`config.mk`:
```
export PLATFORM = sky130hd
export DESIGN_NAME = regfile_write_queue_flat
export DESIGN_NICKNAME = d
export VERILOG_FILES = /design/src/rtl/regfile_write_queue_if.sv /design/src/rtl/regfile_write_queue.sv /design/src/flat_wrapper.sv
export SDC_FILE = /design/constraint.sdc
export NUM_CORES = 1
export LEC_CHECK = 0
export CORE_AREA = 5 5 157 144
export CTS_BUF_LIST = sky130_fd_sc_hd__clkbuf_2
export DETAILED_ROUTE_END_ITERATION = 10
export DIE_AREA = 0 0 162 149
export PLACE_DENSITY = 0.92
export SYNTH_ARGS = -nofsm -noshare
export SYNTH_HDL_FRONTEND = slang
export SYNTH_SLANG_ARGS = --single-unit
```
`constraint.sdc`:
```
create_clock -name CLK -period 5.7 [get_ports CLK]
set_input_delay 1.14 -clock CLK [delete_from_list [all_inputs] [get_ports CLK]]
set_output_delay 1.14 -clock CLK [all_outputs]
set_load 0.01 [all_outputs]
```
`src/rtl/regfile_write_queue_if.sv`:
```
// Producer, register-file write and forwarding signals of the register file
// write queue; master = producers/decode side, slave = the queue.
interface regfile_write_queue_if #(
  parameter int DEPTH = 4,
  parameter int DW    = 32,
  parameter int AW    = 5
);
  logic                     a_valid, a_ready;
  logic [AW-1:0]            a_sel;
  logic [DW-1:0]            a_dat;
  logic                     b_valid, b_ready;
  logic [AW-1:0]            b_sel;
  logic [DW-1:0]            b_dat;
  logic                     WEN;
  logic [AW-1:0]            wsel;
  logic [DW-1:0]            wdat;
  logic [AW-1:0]            q_rsel1, q_rsel2;
  logic                     fwd1_hit, fwd2_hit;
  logic [DW-1:0]            fwd1_dat, fwd2_dat;
  logic [$clog2(DEPTH):0]   count;
  logic                     full, empty;

  modport master (
    output a_valid, a_sel, a_dat, b_valid, b_sel, b_dat, q_rsel1, q_rsel2,
    input  a_ready, b_ready, WEN, wsel, wdat,
           fwd1_hit, fwd1_dat, fwd2_hit, fwd2_dat, count, full, empty
  );

  modport slave (
    input  a_valid, a_sel, a_dat, b_valid, b_sel, b_dat, q_rsel1, q_rsel2,
    output a_ready, b_ready, WEN, wsel, wdat,
           fwd1_hit, fwd1_dat, fwd2_hit, fwd2_dat, count, full, empty
  );
endinterface

```
`src/rtl/regfile_write_queue.sv`:
```
// Two-producer write queue in front of the register file's single write port,
// with youngest-entry forwarding for each decode read port.

module regfile_write_queue_fwd #(
  parameter int DEPTH = 4,
  parameter int DW    = 32,
  parameter int AW    = 5,
  parameter int PW    = 2,
  parameter int CW    = 3
) (
  input  logic [DEPTH-1:0][AW-1:0] sel_q,
  input  logic [DEPTH-1:0][DW-1:0] dat_q,
  input  logic [PW-1:0]            head,
  input  logic [CW-1:0]            count,
  input  logic [AW-1:0]            rsel,
  output logic                     hit,
  output logic [DW-1:0]            dat
);
  logic [PW-1:0] idx;

  // Walk oldest to youngest from head so the last match is the youngest one.
  always_comb begin
    hit = 1'b0;
    dat = '0;
    idx = '0;
    for (int i = 0; i < DEPTH; i++) begin
      idx = head + PW'(i);
      if (CW'(i) < count && rsel != '0 && sel_q[idx] == rsel) begin
        hit = 1'b1;
        dat = dat_q[idx];
      end
    end
  end
endmodule

module regfile_write_queue #(
  parameter int DEPTH = 4,
  parameter int DW    = 32,
  parameter int AW    = 5
) (
  input logic             CLK,
  input logic             nRST,
  regfile_write_queue_if.slave bus
);
  localparam int PW  = $clog2(DEPTH);
  localparam int CW  = PW + 1;
  localparam int NRP = 2;

  typedef struct packed {
    logic [AW-1:0] sel;
    logic [DW-1:0] dat;
  } req_t;

  logic [DEPTH-1:0][AW-1:0] sel_q;
  logic [DEPTH-1:0][DW-1:0] dat_q;
  logic [PW-1:0]            head, tail, b_idx;
  logic [CW-1:0]            count, free, count_nxt;
  req_t                     a_req, b_req;
  logic                     a_rdy, b_rdy, push_a, push_b, pop;

  logic [NRP-1:0][AW-1:0]   rsel;
  logic [NRP-1:0]           fwd_hit;
  logic [NRP-1:0][DW-1:0]   fwd_dat;

  assign a_req = '{sel: bus.a_sel, dat: bus.a_dat};
  assign b_req = '{sel: bus.b_sel, dat: bus.b_dat};

  // Credit comes from the registered count only; the same-cycle pop is ignored.
  assign free  = CW'(DEPTH) - count;
  assign a_rdy = free != '0;
  assign b_rdy = (free >= CW'(2)) || (free != '0 && !bus.a_valid);

  // Writes to r0 are handshaken but never occupy an entry.
  assign push_a = bus.a_valid && a_rdy && a_req.sel != '0;
  assign push_b = bus.b_valid && b_rdy && b_req.sel != '0;
  assign pop    = count != '0;
  assign b_idx  = tail + PW'(push_a);

  assign count_nxt = count + CW'(push_a) + CW'(push_b) - CW'(pop);

  always_ff @(posedge CLK or negedge nRST) begin
    if (!nRST) begin
      head  <= '0;
      tail  <= '0;
      count <= '0;
    end else begin
      head  <= head + PW'(pop);
      tail  <= tail + PW'(push_a) + PW'(push_b);
      count <= count_nxt;
    end
  end

  // Payload needs no reset: every consumer is qualified by count.
  always_ff @(posedge CLK) begin
    if (push_a) begin
      sel_q[tail] <= a_req.sel;
      dat_q[tail] <= a_req.dat;
    end
    if (push_b) begin
      sel_q[b_idx] <= b_req.sel;
      dat_q[b_idx] <= b_req.dat;
    end
  end

  assign bus.a_ready = a_rdy;
  assign bus.b_ready = b_rdy;
  assign bus.WEN     = pop;
  assign bus.wsel    = pop ? sel_q[head] : '0;
  assign bus.wdat    = pop ? dat_q[head] : '0;
  assign bus.count   = count;
  assign bus.full    = count == CW'(DEPTH);
  assign bus.empty   = count == '0;

  assign rsel = {bus.q_rsel2, bus.q_rsel1};

  for (genvar g = 0; g < NRP; g++) begin : g_fwd
    regfile_write_queue_fwd #(
      .DEPTH(DEPTH), .DW(DW), .AW(AW), .PW(PW), .CW(CW)
    ) u_fwd (
      .sel_q (sel_q),
      .dat_q (dat_q),
      .head  (head),
      .count (count),
      .rsel  (rsel[g]),
      .hit   (fwd_hit[g]),
      .dat   (fwd_dat[g])
    );
  end

  assign bus.fwd1_hit = fwd_hit[0];
  assign bus.fwd1_dat = fwd_dat[0];
  assign bus.fwd2_hit = fwd_hit[1];
  assign bus.fwd2_dat = fwd_dat[1];
endmodule

```
`src/flat_wrapper.sv`:
```
// flat-port wrapper written by rule: the top's interface ports become plain ports
module regfile_write_queue_flat 
#(
  parameter int DEPTH = 4,
  parameter int DW    = 32,
  parameter int AW    = 5
)
  (CLK, nRST, bus_a_valid, bus_a_sel, bus_a_dat, bus_b_valid, bus_b_sel, bus_b_dat, bus_q_rsel1, bus_q_rsel2, bus_a_ready, bus_b_ready, bus_WEN, bus_wsel, bus_wdat, bus_fwd1_hit, bus_fwd1_dat, bus_fwd2_hit, bus_fwd2_dat, bus_count, bus_full, bus_empty);
  regfile_write_queue_if #(.DEPTH(DEPTH), .DW(DW), .AW(AW)) bus_i ();
  input logic CLK;
  input logic nRST;
  input wire logic [$bits(bus_i.a_valid)-1:0] bus_a_valid;
  input wire logic [$bits(bus_i.a_sel)-1:0] bus_a_sel;
  input wire logic [$bits(bus_i.a_dat)-1:0] bus_a_dat;
  input wire logic [$bits(bus_i.b_valid)-1:0] bus_b_valid;
  input wire logic [$bits(bus_i.b_sel)-1:0] bus_b_sel;
  input wire logic [$bits(bus_i.b_dat)-1:0] bus_b_dat;
  input wire logic [$bits(bus_i.q_rsel1)-1:0] bus_q_rsel1;
  input wire logic [$bits(bus_i.q_rsel2)-1:0] bus_q_rsel2;
  output wire logic [$bits(bus_i.a_ready)-1:0] bus_a_ready;
  output wire logic [$bits(bus_i.b_ready)-1:0] bus_b_ready;
  output wire logic [$bits(bus_i.WEN)-1:0] bus_WEN;
  output wire logic [$bits(bus_i.wsel)-1:0] bus_wsel;
  output wire logic [$bits(bus_i.wdat)-1:0] bus_wdat;
  output wire logic [$bits(bus_i.fwd1_hit)-1:0] bus_fwd1_hit;
  output wire logic [$bits(bus_i.fwd1_dat)-1:0] bus_fwd1_dat;
  output wire logic [$bits(bus_i.fwd2_hit)-1:0] bus_fwd2_hit;
  output wire logic [$bits(bus_i.fwd2_dat)-1:0] bus_fwd2_dat;
  output wire logic [$bits(bus_i.count)-1:0] bus_count;
  output wire logic [$bits(bus_i.full)-1:0] bus_full;
  output wire logic [$bits(bus_i.empty)-1:0] bus_empty;
  assign bus_i.a_valid = bus_a_valid;
  assign bus_i.a_sel = bus_a_sel;
  assign bus_i.a_dat = bus_a_dat;
  assign bus_i.b_valid = bus_b_valid;
  assign bus_i.b_sel = bus_b_sel;
  assign bus_i.b_dat = bus_b_dat;
  assign bus_i.q_rsel1 = bus_q_rsel1;
  assign bus_i.q_rsel2 = bus_q_rsel2;
  assign bus_a_ready = bus_i.a_ready;
  assign bus_b_ready = bus_i.b_ready;
  assign bus_WEN = bus_i.WEN;
  assign bus_wsel = bus_i.wsel;
  assign bus_wdat = bus_i.wdat;
  assign bus_fwd1_hit = bus_i.fwd1_hit;
  assign bus_fwd1_dat = bus_i.fwd1_dat;
  assign bus_fwd2_hit = bus_i.fwd2_hit;
  assign bus_fwd2_dat = bus_i.fwd2_dat;
  assign bus_count = bus_i.count;
  assign bus_full = bus_i.full;
  assign bus_empty = bus_i.empty;
  regfile_write_queue #(.DEPTH(DEPTH), .DW(DW), .AW(AW)) u_core (.CLK(CLK), .nRST(nRST), .bus(bus_i));
endmodule
```
==> impl_results.md <==
- Outcome: completed
- Clock latency on the worst-skew pair: 740 ps
- Routed wire length: 41,000 um
- Endpoint type of the worst setup path: primary output
- CP arrival: 4430 ps
- Synthesis Warnings: 0
- Yosys reg bits: 155
- Clk sinks: 155
- Most used DFF post-synth: dfxtp_1
- Area growth syn-to-layout: 20.2%
- Layout cell share with drive strength beyond 1: 9.33%
- Worst EP required: 4560 ps
- CTS tree: done
- Final ANT Viol Nets: 0
- Die area: 0.0241 sq mm
- Largest net degree at the start of global routing: 120
- PortBufs: 198
- Initial antenna violation count: 4
- Clock Tree Root: clkbuf_2
- Number of vias per cell: 6.63
- Starting DRT DRC Count: 1,419
- Synthesized area per cell: 8.05 sq um
- Final nets: 1,770
- Worst Max-Slew Pin Slew: 1270 ps
- Routed via count: 12,882
- Slew Viols, Final: 0
- Total global-route track usage: 32.4%
- CP Class: in2out
- Final setup TNS: 0 ps
- Commonest cells in the synthesized netlist: mux2i_1, nand2_1, o21ai_0, dfxtp_1, clkbuf_1
- DRC violations left: 0
- DRT Pass-1 Iters: 5
- CTS clock-pin slew for the worst setup and hold paths: 230 ps
- Post-DP HPWL: 28,400 um
- Hold Crit Class: reg2reg
- CTS max path bufs: 2
- Max-slew headroom: 15.1%
- GRT Residual Overflow: 0
- WL per Instance: 21.1 um
- Top cell type's share of synthesized area: 23.8%
- Gate Count Post-Synth: 1,546
- Routability cong.: 1.01
- Startpoint Class: input port
- Utilization after layout: 72.5%
- Cell Area, Synth: 0.0125 sq mm
- Lkg Pwr: 6.13 nW
- Sequential share of the synthesized area: 25.2%
- Synth area leaders: dfxtp_1, mux2i_1, o21ai_0
- Max Fclk: 180 MHz
- I/O pin total: 199
- TritonCTS Buffers: 17
- Area leader, netlist: dfxtp_1
- Fin crit share: 97.7%
- Core area: 0.0206 sq mm
- Min Tclk post-route: 5570 ps
- VDD IR max: 0.000358 V
- Max-cap violations: 0
- Max FO, Critical Path: 35
- Synthesized net count: 1,647
- H-tree depth: 4
- Ys async rst share: 4.52%
- Starting density of the core: 60.3%
- Fin. Hold Viols: 0
- Die Height: 149 um
- Clk_skew: 33.1 ps
- Num rows: 50
- Power Density: 712 mW/mm^2
- Vias in the first global route: 12,220
- Top-count cell post-synth: mux2i_1
- Post-synth EDFFs: 0
- Die width: 162 um
- Global-route wire length before repair: 64,000 um
- Final Setup Violations: 0
- RSZ-0062 raised after global routing: false
- Synth unique cells: 50
[timing repair]
action	in CTS	in global routing
gates resized for setup	0	4
pin swaps	0	1
endpoints found under the hold margin	0	0
setup endpoints to repair	62	31
hold buffers	0	0
buffers inserted	3	7
[worst max-delay path, cell delays in order]
cell and delay, ps:
clkdlybuf4s50_1 700, xnor2_1 150, or3_1 410, a2111oi_4 470, buf_12 290, nor2_2 90, buf_4 230, a221oi_1 320
a221oi_1 90, clkdlybuf4s50_1 530
[layout by cell type (no fill, tap or decap), types with 4 or more instances in the layout]
| cell | n |
|---|---|
| a221oi_1 | 58 |
| mux4_2 | 7 |
| nor2b_1 | 29 |
| mux2i_2 | 4 |
| inv_6 | 6 |
| nor3_1 | 42 |
| inv_1 | 11 |
| buf_4 | 38 |
| buf_12 | 7 |
| dfxtp_1 | 148 |
| nand3_1 | 5 |
| ha_1 | 11 |
| o211ai_1 | 6 |
| o31a_1 | 28 |
| o221ai_1 | 29 |
| o21ai_0 | 211 |
| or3_1 | 30 |
| dfrtp_1 | 5 |
| xnor2_1 | 34 |
| mux2_2 | 41 |
| mux2i_1 | 270 |
| nor2_1 | 14 |
| clkdlybuf4s50_1 | 198 |
| and2_1 | 63 |
| nand2_1 | 248 |
| a21oi_1 | 33 |
| clkbuf_2 | 17 |
| xor2_1 | 21 |
[final timing paths]
kind | start | end | slack, ps | cells after the start
max | bus_q_rsel1[4] | bus_fwd1_dat[29] | 130 | 10
min | u_core.dat_q[47] | u_core.dat_q[47] | 570 | 2
max reg2reg | u_core.bus.count[0] | u_core.bus.count[2] | 2280 | 9
min reg2reg | u_core.dat_q[47] | u_core.dat_q[47] | 570 | 2
max in group asynchronous | nRST | u_core.head[0] | 4820 | 1
min in group asynchronous | nRST | u_core.head[1] | 630 | 1
[power by group]
| group | switching [mW] | internal (mW) |
|---|---|---|
| Combinational | 4.30 | 3.53 |
| Clock | 0.433 | 0.166 |
| Sequential | 0.531 | 1.69 |
[cell type report]
cell class	count	area, sq um
antenna	2	5.00
clock buffer	17	85.1
clock inverter	15	136
fill	1525	5670
inverter	12	47.5
multi-input combinational	1237	8760
sequential	155	3150
tap	260	325
timing repair buffer	246	2460
[logic make-up after synthesis]
logic type,Yosys count,synth area share (%)
and+or+nand+nor,461,17.4
AOI/OAI and AO/OA,385,19.7
muxes,323,27.2
DFF,155,25.2
buffers and inverters,154,5.20
xor gates and xnor gates,55,3.87
adders and majority gates,13,1.43
[layer usage]
metal	GRT usage (%)	wire, um	vias to the layer above
li1	-	-	5870
met1	41.5	16800	6088
met2	52.5	18700	778
met3	7.82	4180	142
met4	13.6	1350	4
met5	0	27	-
[registers in the layout (all words and copies together) (netlist names)]
name,flops
u_core.tail,2
u_core.bus.count,3
u_core.sel_q,20
u_core.dat_q,128
u_core.head,2
[through the flow]
step                      hold slack [ps]  instances  worst slack (ps)  instance area (sq um)  power, mW
after floorplan                       510       1546              1200                  12500       7.17
after global placement                529       1900               250                  14600       9.48
after detailed placement              544       1900               190                  14600       9.77
after CTS                             572       1935              14.7                  14900       10.4
after global routing                  577       1944              11.7                  15000       11.4
final                                 572       1944               130                  15000       10.7
Power figures use the tool's default switching activity.
